## src/rtl/display_scanner.sv

```systemverilog
// display_scanner: time-multiplexed 4-digit common-anode seven-segment scanner whose value updates are
// frame-aligned. Optional feature macro: LEADING_ZERO_BLANK_EN (blanks leading zero digits above digit 0).

module display_scanner_checker (
  input logic       clk,
  input logic       reset,
  input logic [3:0] anode,
  input logic       frame_done
);

  property p_single_anode;
    @(posedge clk) disable iff (reset) $countones(~anode) <= 1;
  endproperty

  property p_frame_done_pulse;
    @(posedge clk) disable iff (reset) frame_done |=> !frame_done;
  endproperty

  a_single_anode:     assert property (p_single_anode);
  a_frame_done_pulse: assert property (p_frame_done_pulse);

endmodule

module display_scanner #(
  parameter int REFRESH_DIV  = 100000,
  parameter int BLANK_CYCLES = 16
) (
  input  logic        clk,
  input  logic        reset,
  input  logic [15:0] value,
  input  logic        load,
  input  logic [3:0]  digit_en,
  output logic [3:0]  nibble,
  output logic [3:0]  anode,
  output logic        frame_done
);

  localparam int              CNT_W      = (REFRESH_DIV > 2) ? $clog2(REFRESH_DIV) : 1;
  localparam logic [CNT_W-1:0] SLOT_LAST  = CNT_W'(REFRESH_DIV - 1);
  localparam logic [CNT_W-1:0] SLOT_BLANK = CNT_W'(BLANK_CYCLES);

  logic [CNT_W-1:0] slot_cnt_q, slot_cnt_d;
  logic [1:0]       digit_idx_q, digit_idx_d;
  logic [15:0]      shadow_q, shadow_d;
  logic [15:0]      active_q, active_d;
  logic             pending_q, pending_d;
  logic [3:0]       nibble_q, nibble_d;
  logic [3:0]       anode_q, anode_d;
  logic             frame_done_q, frame_done_d;

  logic             slot_wrap_s;
  logic             boundary_s;
  logic [3:0]       suppress_s;

  // Slot counter and digit index advance.
  always_comb begin
    slot_wrap_s = (slot_cnt_q == SLOT_LAST);
    boundary_s  = slot_wrap_s && (digit_idx_q == 2'd3);
    slot_cnt_d  = slot_cnt_q;
    digit_idx_d = digit_idx_q;
    if (slot_wrap_s) begin
      slot_cnt_d  = {CNT_W{1'b0}};
      digit_idx_d = digit_idx_q + 2'd1;
    end else begin
      slot_cnt_d  = slot_cnt_q + CNT_W'(1);
      digit_idx_d = digit_idx_q;
    end
  end

  // A load on the boundary cycle goes straight to active; otherwise it waits in shadow.
  always_comb begin
    shadow_d  = shadow_q;
    active_d  = active_q;
    pending_d = pending_q;
    if (boundary_s) begin
      if (load) begin
        active_d = value;
      end else if (pending_q) begin
        active_d = shadow_q;
      end else begin
        active_d = active_q;
      end
      pending_d = 1'b0;
    end else if (load) begin
      shadow_d  = value;
      pending_d = 1'b1;
    end else begin
      shadow_d  = shadow_q;
      pending_d = pending_q;
    end
  end

  // Leading-zero suppression looks only at active, so it is stable across a frame.
  always_comb begin
`ifdef LEADING_ZERO_BLANK_EN
    suppress_s = {(active_q[15:12] == 4'h0),
                  (active_q[15:8]  == 8'h00),
                  (active_q[15:4]  == 12'h000),
                  1'b0};
`else
    suppress_s = 4'b0000;
`endif
  end

  // Output next-state: nibble select, gated anode and frame pulse.
  always_comb begin
    nibble_d     = 4'h0;
    anode_d      = 4'hF;
    frame_done_d = boundary_s;
    case (digit_idx_q)
      2'd0:    nibble_d = active_q[3:0];
      2'd1:    nibble_d = active_q[7:4];
      2'd2:    nibble_d = active_q[11:8];
      2'd3:    nibble_d = active_q[15:12];
      default: nibble_d = 4'h0;
    endcase
    if ((slot_cnt_q >= SLOT_BLANK) && digit_en[digit_idx_q] && !suppress_s[digit_idx_q]) begin
      anode_d[digit_idx_q] = 1'b0;
    end else begin
      anode_d = 4'hF;
    end
  end

  // State and output registers.
  always_ff @(posedge clk) begin
    if (reset) begin
      slot_cnt_q   <= {CNT_W{1'b0}};
      digit_idx_q  <= 2'd0;
      shadow_q     <= 16'h0000;
      active_q     <= 16'h0000;
      pending_q    <= 1'b0;
      nibble_q     <= 4'h0;
      anode_q      <= 4'hF;
      frame_done_q <= 1'b0;
    end else begin
      slot_cnt_q   <= slot_cnt_d;
      digit_idx_q  <= digit_idx_d;
      shadow_q     <= shadow_d;
      active_q     <= active_d;
      pending_q    <= pending_d;
      nibble_q     <= nibble_d;
      anode_q      <= anode_d;
      frame_done_q <= frame_done_d;
    end
  end

  assign nibble     = nibble_q;
  assign anode      = anode_q;
  assign frame_done = frame_done_q;

  display_scanner_checker u_checker (
    .clk        (clk),
    .reset      (reset),
    .anode      (anode_q),
    .frame_done (frame_done_q)
  );

endmodule

```

## config.mk

```make
export PLATFORM = sky130hd
export DESIGN_NAME = display_scanner
export DESIGN_NICKNAME = d
export VERILOG_FILES = /design/src/rtl/display_scanner.sv
export SDC_FILE = /design/constraint.sdc
export NUM_CORES = 1
export LEC_CHECK = 0
export CAP_MARGIN = 25
export CORE_MARGIN = 10
export CORE_UTILIZATION = 55
export DETAILED_ROUTE_END_ITERATION = 12
export PLACE_DENSITY = 0.84
export SYNTH_ARGS = -nofsm -noshare
export SYNTH_HDL_FRONTEND = slang
export SYNTH_HIERARCHICAL = 1
export SYNTH_SLANG_ARGS = --single-unit
```

## constraint.sdc

```tcl
create_clock -name clk -period 3.2 [get_ports clk]
set_clock_uncertainty 0.1 [all_clocks]
set_input_delay 0.64 -clock clk [delete_from_list [all_inputs] [get_ports clk]]
set_output_delay 0.64 -clock clk [all_outputs]
set_load 0.02 [all_outputs]
```

---- Word level (Yosys, flattened, before mapping) ----
Index checks and enable logic that the tools add are counted.
word-level totals
  register bits ........................... 61
  logic and storage cells ................. 41
  input bits .............................. 23
  output and inout bits ................... 9
cells by class
  add/sub/neg operators ................... 2
  order comparisons ....................... 3
  equal/unequal tests ..................... 4
  muxes and demuxes ....................... 9
  bitwise gates (word level) .............. 3
  reductions and logical operators ........ 12
operators by type and width
  cell                   count
  $mux 16                2
  $add 17x1->17 const B  1
  $eq 17x17->1 const B   1
  $ge 17x5->1 const B    1
  $pmux 4 s4             1
  $reduce_or 2->1        3
  $bmux 1 s2             2
  $eq 2x2->1 const B     2
  $logic_and 1x1->1      4
  $not 4->4              1
  $reduce_and 2->1       2
  $lt 2x3->1 const B     1
  $mux 1                 3
  $add 2x1->2 const B    1
  $demux 1 s2            1
  $eq 2x1->1 const B     1
  $ge 2x1->1 const B     1
  $logic_not 2->1        1
  $not 1->1              2
  $reduce_bool 2->1      1
  $logic_not 1->1        1

---- Longest topological paths before layout ----
Gate-level depths: netlist of the first run.
  word-level depth ........................ 6
  gate-level depth with buffers ........... 8
  depth with buffers taken out ............ 6

---- Worst setup path before layout of the first run ----
OpenSTA, ideal clock, no wires.
  path kind ............................... flip-flop to flip-flop
  start point ............................. register slot_cnt_q[11]
  end point ............................... register active_q[8]
  setup time .............................. 0.132 ns
  period minus slack after synthesis ...... 2.212 ns
  buffers on the path ..................... 2
  path slack .............................. 0.988 ns
  cell stages (with the launch flop) ...... 7
  data arrival time ....................... 1.980 ns
  required time ........................... 2.968 ns
  cell sequence ........................... dfxtp_1 or4_4 or4_4 buf_6 buf_8 o31ai_1 a21oi_1
between the ends
  longest elaborated chain between the ends .. 3
ends and longest elaborated chain
  element                     RTL line  RTL
  start: declaration          42        logic [CNT_W-1:0] slot_cnt_q, slot_cnt_d;
  start signal: assignment    127       slot_cnt_q <= {CNT_W{1'b0}};
  start signal: assignment    136       slot_cnt_q <= slot_cnt_d;
  $eq 17x17->1                57        slot_wrap_s = (slot_cnt_q == SLOT_LAST);
  $logic_and 1x1->1           58        boundary_s = slot_wrap_s && (digit_idx_q == 2'd3);
  $reduce_and 2->1 (no line)  n/a
  end signal: assignment      139       active_q <= active_d;
  end: declaration            45        logic [15:0] active_q, active_d;
No other way between the ends.
A chain may end at the register's enable or synchronous reset.

---- Worst setup path in the final report of the first run ----
  start point ............................. register slot_cnt_q[11]
  end point ............................... register slot_cnt_q[11]
between the ends
  longest elaborated chain between the ends .. 2
  elaborated cells on any way between the ends .. 3
  those cells by class .................... 1 x add/sub; 1 x eq/ne; 1 x reduce/logical
ends and longest elaborated chain
  element
  branches (longest 2 deep; another with $add 17x1->17)
Parallel ways; which one is timed is not known.

==> flow_summary_export.csv, run 1 <==
group,metric,value,unit
outcome,outcome,"completed",
grt,grt_max_degree,33,
die,design.die.area,8510,um^2
die,die_w,92.3,um
route,wl_met3,362,um
clock_network,cts_root_buf,"clkbuf_8",
timing,rsz0062_at_grt,"false",
route,via_per_inst,5.77,
timing,slew_violations,0,
timing,holdWs,0.356,ns
place,gp_congestion,0.810,
power_and_ir_drop,p_leak,1.24,nW
timing,tns,0,ns
setup_path,cp_top_family,"simple AND/OR/NAND/NOR gates",
setup_path,cp_max_fo,20,
die,row_count,26,
route,drt_pre_antenna_iters,5,
synthesis,ys_seq_area_frac,0.425,
die,core_area,5070,um^2
grt,grt_use_total,0.161,
route,routed-via-count,2399,
place,place_ws,0.613,ns
route,antenna_left,0,
clock_network,post_cts_buffers,0,
synthesis,synth_top_area_share,0.425,
timing,setup_violations,0,
setup_path,end_kind,"flop",
clock_network,clock_path_buffers,2,
grt,grt_pass1_wl,11.3,mm
cells_and_area,stdcell_area,3420,um^2
synthesis,ys.flop_type,"dfxtp_1",
timing,finalHoldViolations,0,
timing,fmax,385,MHz
hold_path,hp-class,"reg2reg",
grt,grt_overflow,0,
job,maxCapViolCount,0,
setup_path,criticalPathCategory,"reg2reg",
synthesis,synth_edf_count,0,
synthesis,ys_warn_count,6,
timing,period_minus_slack,2.60,ns
route,route.met2.wl,3.33,mm
clock_network,cts_tree,"yes",
die,ioPinCount,32,
place,hpwl,4.44,mm
timing,timing.final.crit_share,0.812,
power_and_ir_drop,pwr_density_cell,486,nW/um^2
timing,layout_setup_ws,0.603,ns
timing,maxSlewHeadroom,0.542,
setup_path,crit_top_cell,"or4_4",
cells_and_area,nFillCells,399,
synthesis,synthArstFlopShare,0,
setup_path,worstPathRequired,3.29,ns
synthesis,syn_nets,350,
synthesis,syn_inst,320,
clock_network,numClockSinks,61,
route,met1_length,2.72,mm
cells_and_area,drive_gt1_frac,0.139,
cells_and_area,antenna_cells,0,
clock_network,cts_resized,0,
cells_and_area,final_cell_mix,"dfxtp_1 (61), nand2_1 (41), clkdlybuf4s50_1 (31)",
route,drt_wl_total,6.56,mm
setup_path,crit_path_start_kind,"flop",
setup_path,path_buf_inv,0,
clock_network,clock_latency,0.34,ns
clock_network,cts.htree.levels,3,
cells_and_area,area_growth,19.1,%
timing,tightestPinTransition,0.687,ns
die,die_y,92.3,um
setup_path,cp_cell_sequence,"or4_4 -> or4_4 -> o21ai_2 -> nor2_1",
synthesis,yosysTopAreaCell,"dfxtp_1",
clock_network,numCtsBuffers,9,
grt,grt_pass1_vias,2397,
route,drtIter0Drc,249,
route,drc,0,
die,initial_core_util,0.566,
synthesis,synth.area.top_cells,"dfxtp_1 (43%), mux2_2 (6.3%), mux2i_1 (5.6%), nand2_1 (5.4%), nand4_1 (5.2%)",
setup_path,rrSetupSlack,0.60,ns
grt,antenna_found_initial,0,
synthesis,syn_avg_cell_area,8.97,um^2
route,routedWlPerCell,15.8,um
setup_path,slowest_stage,"or4_4",
route,dr.max_layer_used,"met4",
clock_network,cts_hold_buffers,0,
cells_and_area,nets,371,
setup_path,arrival,2.69,ns
place,portBuffers,31,
cells_and_area,final_common_cell,"dfxtp_1",
synthesis,synth_seq_cells,61,
synthesis,syn_area,2870,um^2
setup_path,max_stage_delay,0.69,ns
synthesis,synth.distinct_cells,36,
clock_network,clkTransAtPathRegs,0.07,ns
place,place_area,3190,um^2
power_and_ir_drop,irDropWorstVdd,0.000323,V
==> per-stage QoR <==
stage                util  std cells  total power [mW]
floorplan               -        320             0.871
global placement    0.628        399             0.911
detailed placement  0.628        399             0.916
CTS                 0.673        415              1.67
global route        0.674        416              1.72
finish              0.674        416              1.66
==> final timing paths <==
path,from,end,cells past startpoint
setup / recovery,slot_cnt_q[11],slot_cnt_q[11],4
hold / removal,shadow_q[4],shadow_q[4],2
setup reg to reg,slot_cnt_q[11],slot_cnt_q[11],4
hold reg to reg,shadow_q[4],shadow_q[4],2
==> worst register-to-register path, stage by stage, from the launching register on <==
cell     delay [ns]
dfxtp_1        0.35
or4_4          0.56
or4_4          0.69
o21ai_2        0.62
nor2_1         0.14
==> routing by layer <==
layer	vias to the layer above	GRT usage
met1	1114	0.184
met5	-	0
li1	1186	-
met2	81	0.269
met4	0	0.0810
met3	18	0.0456
==> registers in the layout (all words and copies together), names as in the netlist <==
signal / flops
shadow_q: 16
digit_idx_q: 2
active_q: 16
anode: 4
nibble: 4
slot_cnt_q: 17
frame_done: 1
pending_q: 1
==> Yosys cell counts, drive strengths merged, types with 2 or more instances <==
cell type,instances
and4,4
nand3,9
nor4,3
mux2,16
inv,6
xnor2,5
dfxtp,61
nor2,25
xor2,8
ha,7
a21oi,24
nor3,2
mux2i,16
buf,9
or3,3
clkbuf,19
a222oi,4
nand4,24
nand2,41
and3,3
or4,2
o21ai,5
o31ai,16
==> cells by family after synthesis <==
kind of cell / after synthesis / share of synthesized area
buffers and inverters: 35 / 0.0562
xor gates and xnor gates: 13 / 0.0397
adders and majority gates: 7 / 0.0305
and+or+nand+nor: 120 / 0.209
muxes: 33 / 0.126
DFF: 61 / 0.425
AOI/OAI and AO/OA: 51 / 0.113
==> power breakdown <==
part / internal [mW] / switching [mW]
logic: 0.0603 / 0.0560
clock network: 0.458 / 0.302
registers: 0.776 / 0.00976
==> final cells by class <==
cell class,count,area [um^2],area share
multi-input cells,224,1500,0.438
flip-flops and latches,61,1220,0.357
repair buffers,38,363,0.106
clock buffers,10,138,0.0402
well taps,70,87.6,0.0256
clock inverters,6,86.3,0.0252
inverters,7,26.3,0.00768
No activity file was read; power rests on OpenSTA's default activity.
==> run 2, diff against run 1 <==
==> constraint.sdc (replaced) <==
create_clock -name clk -period 2.6 [get_ports clk]
set_clock_uncertainty 0.1 [all_clocks]
set_input_delay 0.52 -clock clk [delete_from_list [all_inputs] [get_ports clk]]
set_output_delay 0.52 -clock clk [all_outputs]
set_load 0.02 [all_outputs]
==> run 2 against run 1 <==
  * Sequential power increased by 23%
  * Non-clock buffer count up 2
  * Total power grew 16%
  * Register-to-register slack lost 0.30 ns
  * Routed wire length shrank 1.1%
  * Count of clock-buffer cells in the layout shrank 1
  * Clock power grew 7.0%
==> flow_summary_export.csv, run 2 (synthesized netlist as in run 1, its figures left out) <==
group,metric,value,unit
outcome,outcome,"completed",
timing,tns,0,ns
clock_network,cts_hold_buffers,0,
place,gp_congestion,0.875,
route,met1_length,2.72,mm
route,antenna_left,0,
setup_path,cp_max_fo,20,
setup_path,criticalPathCategory,"reg2reg",
clock_network,cts.htree.levels,3,
setup_path,crit_path_start_kind,"flop",
timing,timing.final.crit_share,0.883,
timing,setup_violations,0,
die,row_count,26,
die,die_w,92.3,um
job,maxCapViolCount,0,
cells_and_area,top_regs,"slot_cnt_q (17), active_q (16), shadow_q (16)",
place,place_ws,0.114,ns
die,core_area,5070,um^2
setup_path,end_kind,"flop",
setup_path,reg2reg_depth,5,
die,design.die.area,8510,um^2
cells_and_area,final_common_cell,"dfxtp_1",
power_and_ir_drop,pwr_density_cell,564,nW/um^2
grt,grt_use_total,0.156,
route,drt_pre_antenna_iters,6,
setup_path,reg2reg_from,"slot_cnt_q[11]",
timing,slew_violations,0,
cells_and_area,drive_gt1_frac,0.144,
timing,rsz0062_at_grt,"false",
route,routedWlPerCell,15.5,um
route,routed-via-count,2415,
place,place_inst,401,
cells_and_area,largest_register_ffs,17,
cells_and_area,nets,373,
clock_network,clock_path_buffers,2,
grt,grt_max_degree,33,
clock_network,numClockSinks,61,
grt,grt_pass1_vias,2273,
cells_and_area,final_cell_count_no_fill,418,
clock_network,numCtsBuffers,9,
setup_path,worstPathRequired,2.73,ns
setup_path,worstReg2RegEnd,"slot_cnt_q[14]",
cells_and_area,nFillCells,419,
die,initial_core_util,0.566,
clock_network,cts_resized,0,
cells_and_area,area_growth,18.7,%
clock_network,clock_latency,0.34,ns
setup_path,startpoint,"slot_cnt_q[11]",
setup_path,arrival,2.43,ns
route,wl_met3,411,um
timing,tightestPinTransition,0.617,ns
clock_network,post_cts_buffers,0,
route,drtIter0Drc,208,
route,route.met2.wl,3.26,mm
cells_and_area,top_register,"slot_cnt_q",
die,die_y,92.3,um
die,ioPinCount,32,
clock_network,cts_root_buf,"clkbuf_8",
timing,period_minus_slack,2.30,ns
place,portBuffers,31,
timing,finalHoldViolations,0,
cells_and_area,antenna_cells,0,
grt,antenna_found_initial,0,
power_and_ir_drop,irDropWorstVdd,0.000340,V
power_and_ir_drop,power,1.92,mW
route,dr.max_layer_used,"met4",
cells_and_area,final_cell_mix,"dfxtp_1 (61), nand2_1 (41), clkdlybuf4s50_1 (31)",
hold_path,hp-class,"reg2reg",
timing,fmax,435,MHz
timing,maxSlewHeadroom,0.586,
route,via_per_inst,5.78,
setup_path,rrSetupSlack,0.30,ns
clock_network,cts_tree,"yes",
setup_path,endpoint,"slot_cnt_q[14]",
power_and_ir_drop,p_leak,1.24,nW
clock_network,clkTransAtPathRegs,0.07,ns
grt,grt_pass1_wl,10.9,mm
route,drt_wl_total,6.48,mm
timing,layout_setup_ws,0.303,ns
route,drc,0,
grt,grt_overflow,0,
place,hpwl,4.51,mm
## run 2: cell types whose count changed in the layout (fill, tap and decap cells not counted), sizes merged
| cell | change |
|---|---|
| buf | +2 |
| bufinv | -1 |
| clkbuf | -1 |
| clkinv | +2 |
## run 2: layout make-up
cell class | count | area [um^2] | area share
clock buffers | 9 | 124 | 0.0363
inverters | 7 | 26.3 | 0.00771
multi-input cells | 224 | 1500 | 0.440
flip-flops and latches | 61 | 1220 | 0.358
repair buffers | 40 | 385 | 0.113
clock inverters | 7 | 66.3 | 0.0194
well taps | 70 | 87.6 | 0.0257
## run 2: layer usage
metal  up-vias  GRT usage
li1       1194          -
met5         -          0
met4         0     0.0488
met2        89      0.261
met3        12     0.0554
met1      1120      0.182
## run 2: metrics by stage
stage	area, um^2	hold WS, ns	utilization
after detailed placement	3210	0.349	0.633
after global placement	3200	0.339	0.630
after CTS	3400	0.359	0.670
after floorplan	2870	0.332	-
after global routing	3410	0.379	0.672
final	3410	0.354	0.672
## run 2: worst max-delay path, cell delays in order, from the launching register on
cell and delay, ns:
dfxtp_1 0.35, or4_4 0.56, or4_4 0.69, o21ai_2 0.17
buf_4 0.23, nor2_1 0.08
## run 2: worst min path at each step
stage | startpoint | end | slack [ns] | depth (start not counted)
finish | shadow_q[0] | shadow_q[0] | 0.35 | 2
floorplan | shadow_q[0] | shadow_q[0] | 0.33 | 2
detailed placement | shadow_q[0] | shadow_q[0] | 0.35 | 2
global placement | shadow_q[13] | shadow_q[13] | 0.34 | 2
CTS | shadow_q[0] | shadow_q[0] | 0.36 | 2
global route | shadow_q[10] | shadow_q[10] | 0.38 | 2
## run 2: power by group
group / switching (mW) / leakage, nW / internal, mW
registers: 0.0123 / 0.496 / 0.955
clock network: 0.376 / 0.0987 / 0.436
logic: 0.0678 / 0.644 / 0.0773
==> run 3, diff against run 2 <==
--- a/config.mk
+++ b/config.mk
@@ -9,7 +9,8 @@
 export CORE_MARGIN = 10
 export CORE_UTILIZATION = 55
 export DETAILED_ROUTE_END_ITERATION = 12
-export PLACE_DENSITY = 0.84
+export DONT_BUFFER_PORTS = 1
+export PLACE_DENSITY = 0.76
 export SYNTH_ARGS = -nofsm -noshare
 export SYNTH_HDL_FRONTEND = slang
 export SYNTH_HIERARCHICAL = 1
==> run 3 against run 2 <==
  * Routed wire length fell by 11%
  * Critical path depth did not move
  * Fmax rose by 1.3%
  * Via count fell by 8.7%
  * Sequential share of layout area rose by 4.1 points
  * Flip-flop and latch count did not move
  * Total power fell by 7.5%
  * Combinational power fell by 34%
  * Final cell count fell by 8.4%
  * Critical path type unchanged
==> flow_summary_export.csv, run 3 (synthesized netlist as in run 1, its figures left out) <==
group,metric,value,unit
clock_network,clkTransAtPathRegs,0.06,ns
cells_and_area,top_register,"slot_cnt_q",
setup_path,max_stage_delay,0.68,ns
setup_path,worstPathRequired,2.72,ns
timing,setup_violations,0,
clock_network,clock_latency,0.33,ns
setup_path,rrSetupSlack,0.33,ns
route,routed-via-count,2206,
clock_network,cts_hold_buffers,0,
route,drc,0,
clock_network,post_cts_buffers,0,
clock_network,cts_root_buf,"clkbuf_8",
place,hpwl,4.11,mm
power_and_ir_drop,power,1.78,mW
grt,grt_pass1_wl,9.80,mm
hold_path,min-delay-start,"reset",
timing,maxSlewHeadroom,0.625,
grt,grt_pass1_vias,2030,
timing,tightestPinTransition,0.561,ns
grt,grt_max_degree,33,
setup_path,criticalPathCategory,"reg2reg",
timing,period_minus_slack,2.27,ns
route,drt_wl_total,5.76,mm
setup_path,end_kind,"flop",
clock_network,clock_path_buffers,2,
power_and_ir_drop,p_leak,1.10,nW
power_and_ir_drop,irDropWorstVdd,0.000399,V
place,place_inst,368,
cells_and_area,antenna_cells,0,
clock_network,cts_resized,0,
cells_and_area,final_cell_count_no_fill,383,
cells_and_area,largest_register_ffs,17,
setup_path,cp_cell_sequence,"or4_4 -> or4_4 -> o21ai_2 -> buf_4 -> nor2_1",
clock_network,numCtsBuffers,9,
die,core_area,5070,um^2
cells_and_area,final_cell_mix,"dfxtp_1 (61), nand2_1 (41), nor2_1 (25)",
route,antenna_left,0,
place,gp_congestion,0.839,
timing,finalHoldViolations,0,
die,design.die.area,8510,um^2
clock_network,cts.htree.levels,3,
timing,tns,0,ns
setup_path,crit_path_start_kind,"flop",
die,die_w,92.3,um
outcome,outcome,"completed",
setup_path,worstReg2RegEnd,"slot_cnt_q[8]",
hold_path,min_to,"nibble[3]",
cells_and_area,final_util,0.603,
route,drt_pre_antenna_iters,5,
timing,slew_violations,0,
die,initial_core_util,0.566,
die,row_count,26,
job,maxCapViolCount,0,
grt,antenna_found_initial,0,
die,die_y,92.3,um
route,drtIter0Drc,186,
power_and_ir_drop,pwr_density_cell,582,nW/um^2
route,via_per_inst,5.76,
cells_and_area,area_growth,6.54,%
cells_and_area,top_regs,"slot_cnt_q (17), active_q (16), shadow_q (16)",
route,routedWlPerCell,15.0,um
timing,fmax,441,MHz
die,ioPinCount,32,
setup_path,reg2reg_depth,5,
hold_path,hp-class,"in2reg",
timing,rsz0062_at_grt,"false",
setup_path,cp_max_fo,20,
cells_and_area,final_common_cell,"dfxtp_1",
setup_path,slowest_stage,"or4_4",
grt,grt_use_total,0.142,
cells_and_area,drive_gt1_frac,0.144,
place,portBuffers,0,
clock_network,numClockSinks,61,
grt,grt_overflow,0,
clock_network,cts_tree,"yes",
setup_path,reg2reg_from,"slot_cnt_q[11]",
setup_path,crit_top_cell,"or4_4",
cells_and_area,nets,340,
timing,timing.final.crit_share,0.873,
setup_path,arrival,2.39,ns
hold_path,hold_path_depth,1,
==> run 3: per-stage QoR <==
stage	hold slack [ns]	area [um^2]	setup slack (ns)
final	0.147	3060	0.331
after global routing	0.123	3060	0.228
after CTS	0.131	3050	0.327
after detailed placement	0.349	2890	0.336
after global placement	0.339	2870	0.364
after floorplan	0.332	2870	0.388
==> run 3: worst max-delay path by stage <==
stage / from / endpoint / slack (ns) / depth (start not counted)
global placement: slot_cnt_q[11] / slot_cnt_q[14] / 0.36 / 5
finish: slot_cnt_q[11] / slot_cnt_q[8] / 0.33 / 5
global route: slot_cnt_q[11] / slot_cnt_q[5] / 0.23 / 5
floorplan: slot_cnt_q[11] / active_q[8] / 0.39 / 6
detailed placement: slot_cnt_q[11] / slot_cnt_q[8] / 0.34 / 5
CTS: slot_cnt_q[11] / slot_cnt_q[8] / 0.33 / 5
==> run 3: layer usage <==
metal  track usage  vias up  share of wire
met4        0.0476        0         0.0082
met3        0.0782        5           0.10
met2         0.197       76           0.44
met5             0        -              0
met1         0.182     1000           0.45
li1              -     1125              -
==> run 3: layout make-up <==
type | count | area (um^2)
Inverter | 7 | 26.3
Multi-Input combinational cell | 224 | 1500
Tap cell | 70 | 87.6
Clock inverter | 2 | 10.0
Clock buffer | 12 | 155
Timing Repair Buffer | 7 | 60.1
Sequential cell | 61 | 1220
Fill cell | 452 | 2020
==> run 3: where the power goes <==
part	switching, mW	internal, mW	total, mW
Clock	0.334	0.384	0.718
Sequential	0.0117	0.955	0.967
Combinational	0.0489	0.0463	0.0952
==> run 3: worst max-delay path, delay by kind of cell, from the launching register on <==
family | cells | cell delay, ns
compound gates | 1 | 0.17
buf+inv | 1 | 0.23
flops | 1 | 0.34
simple gates | 3 | 1.31
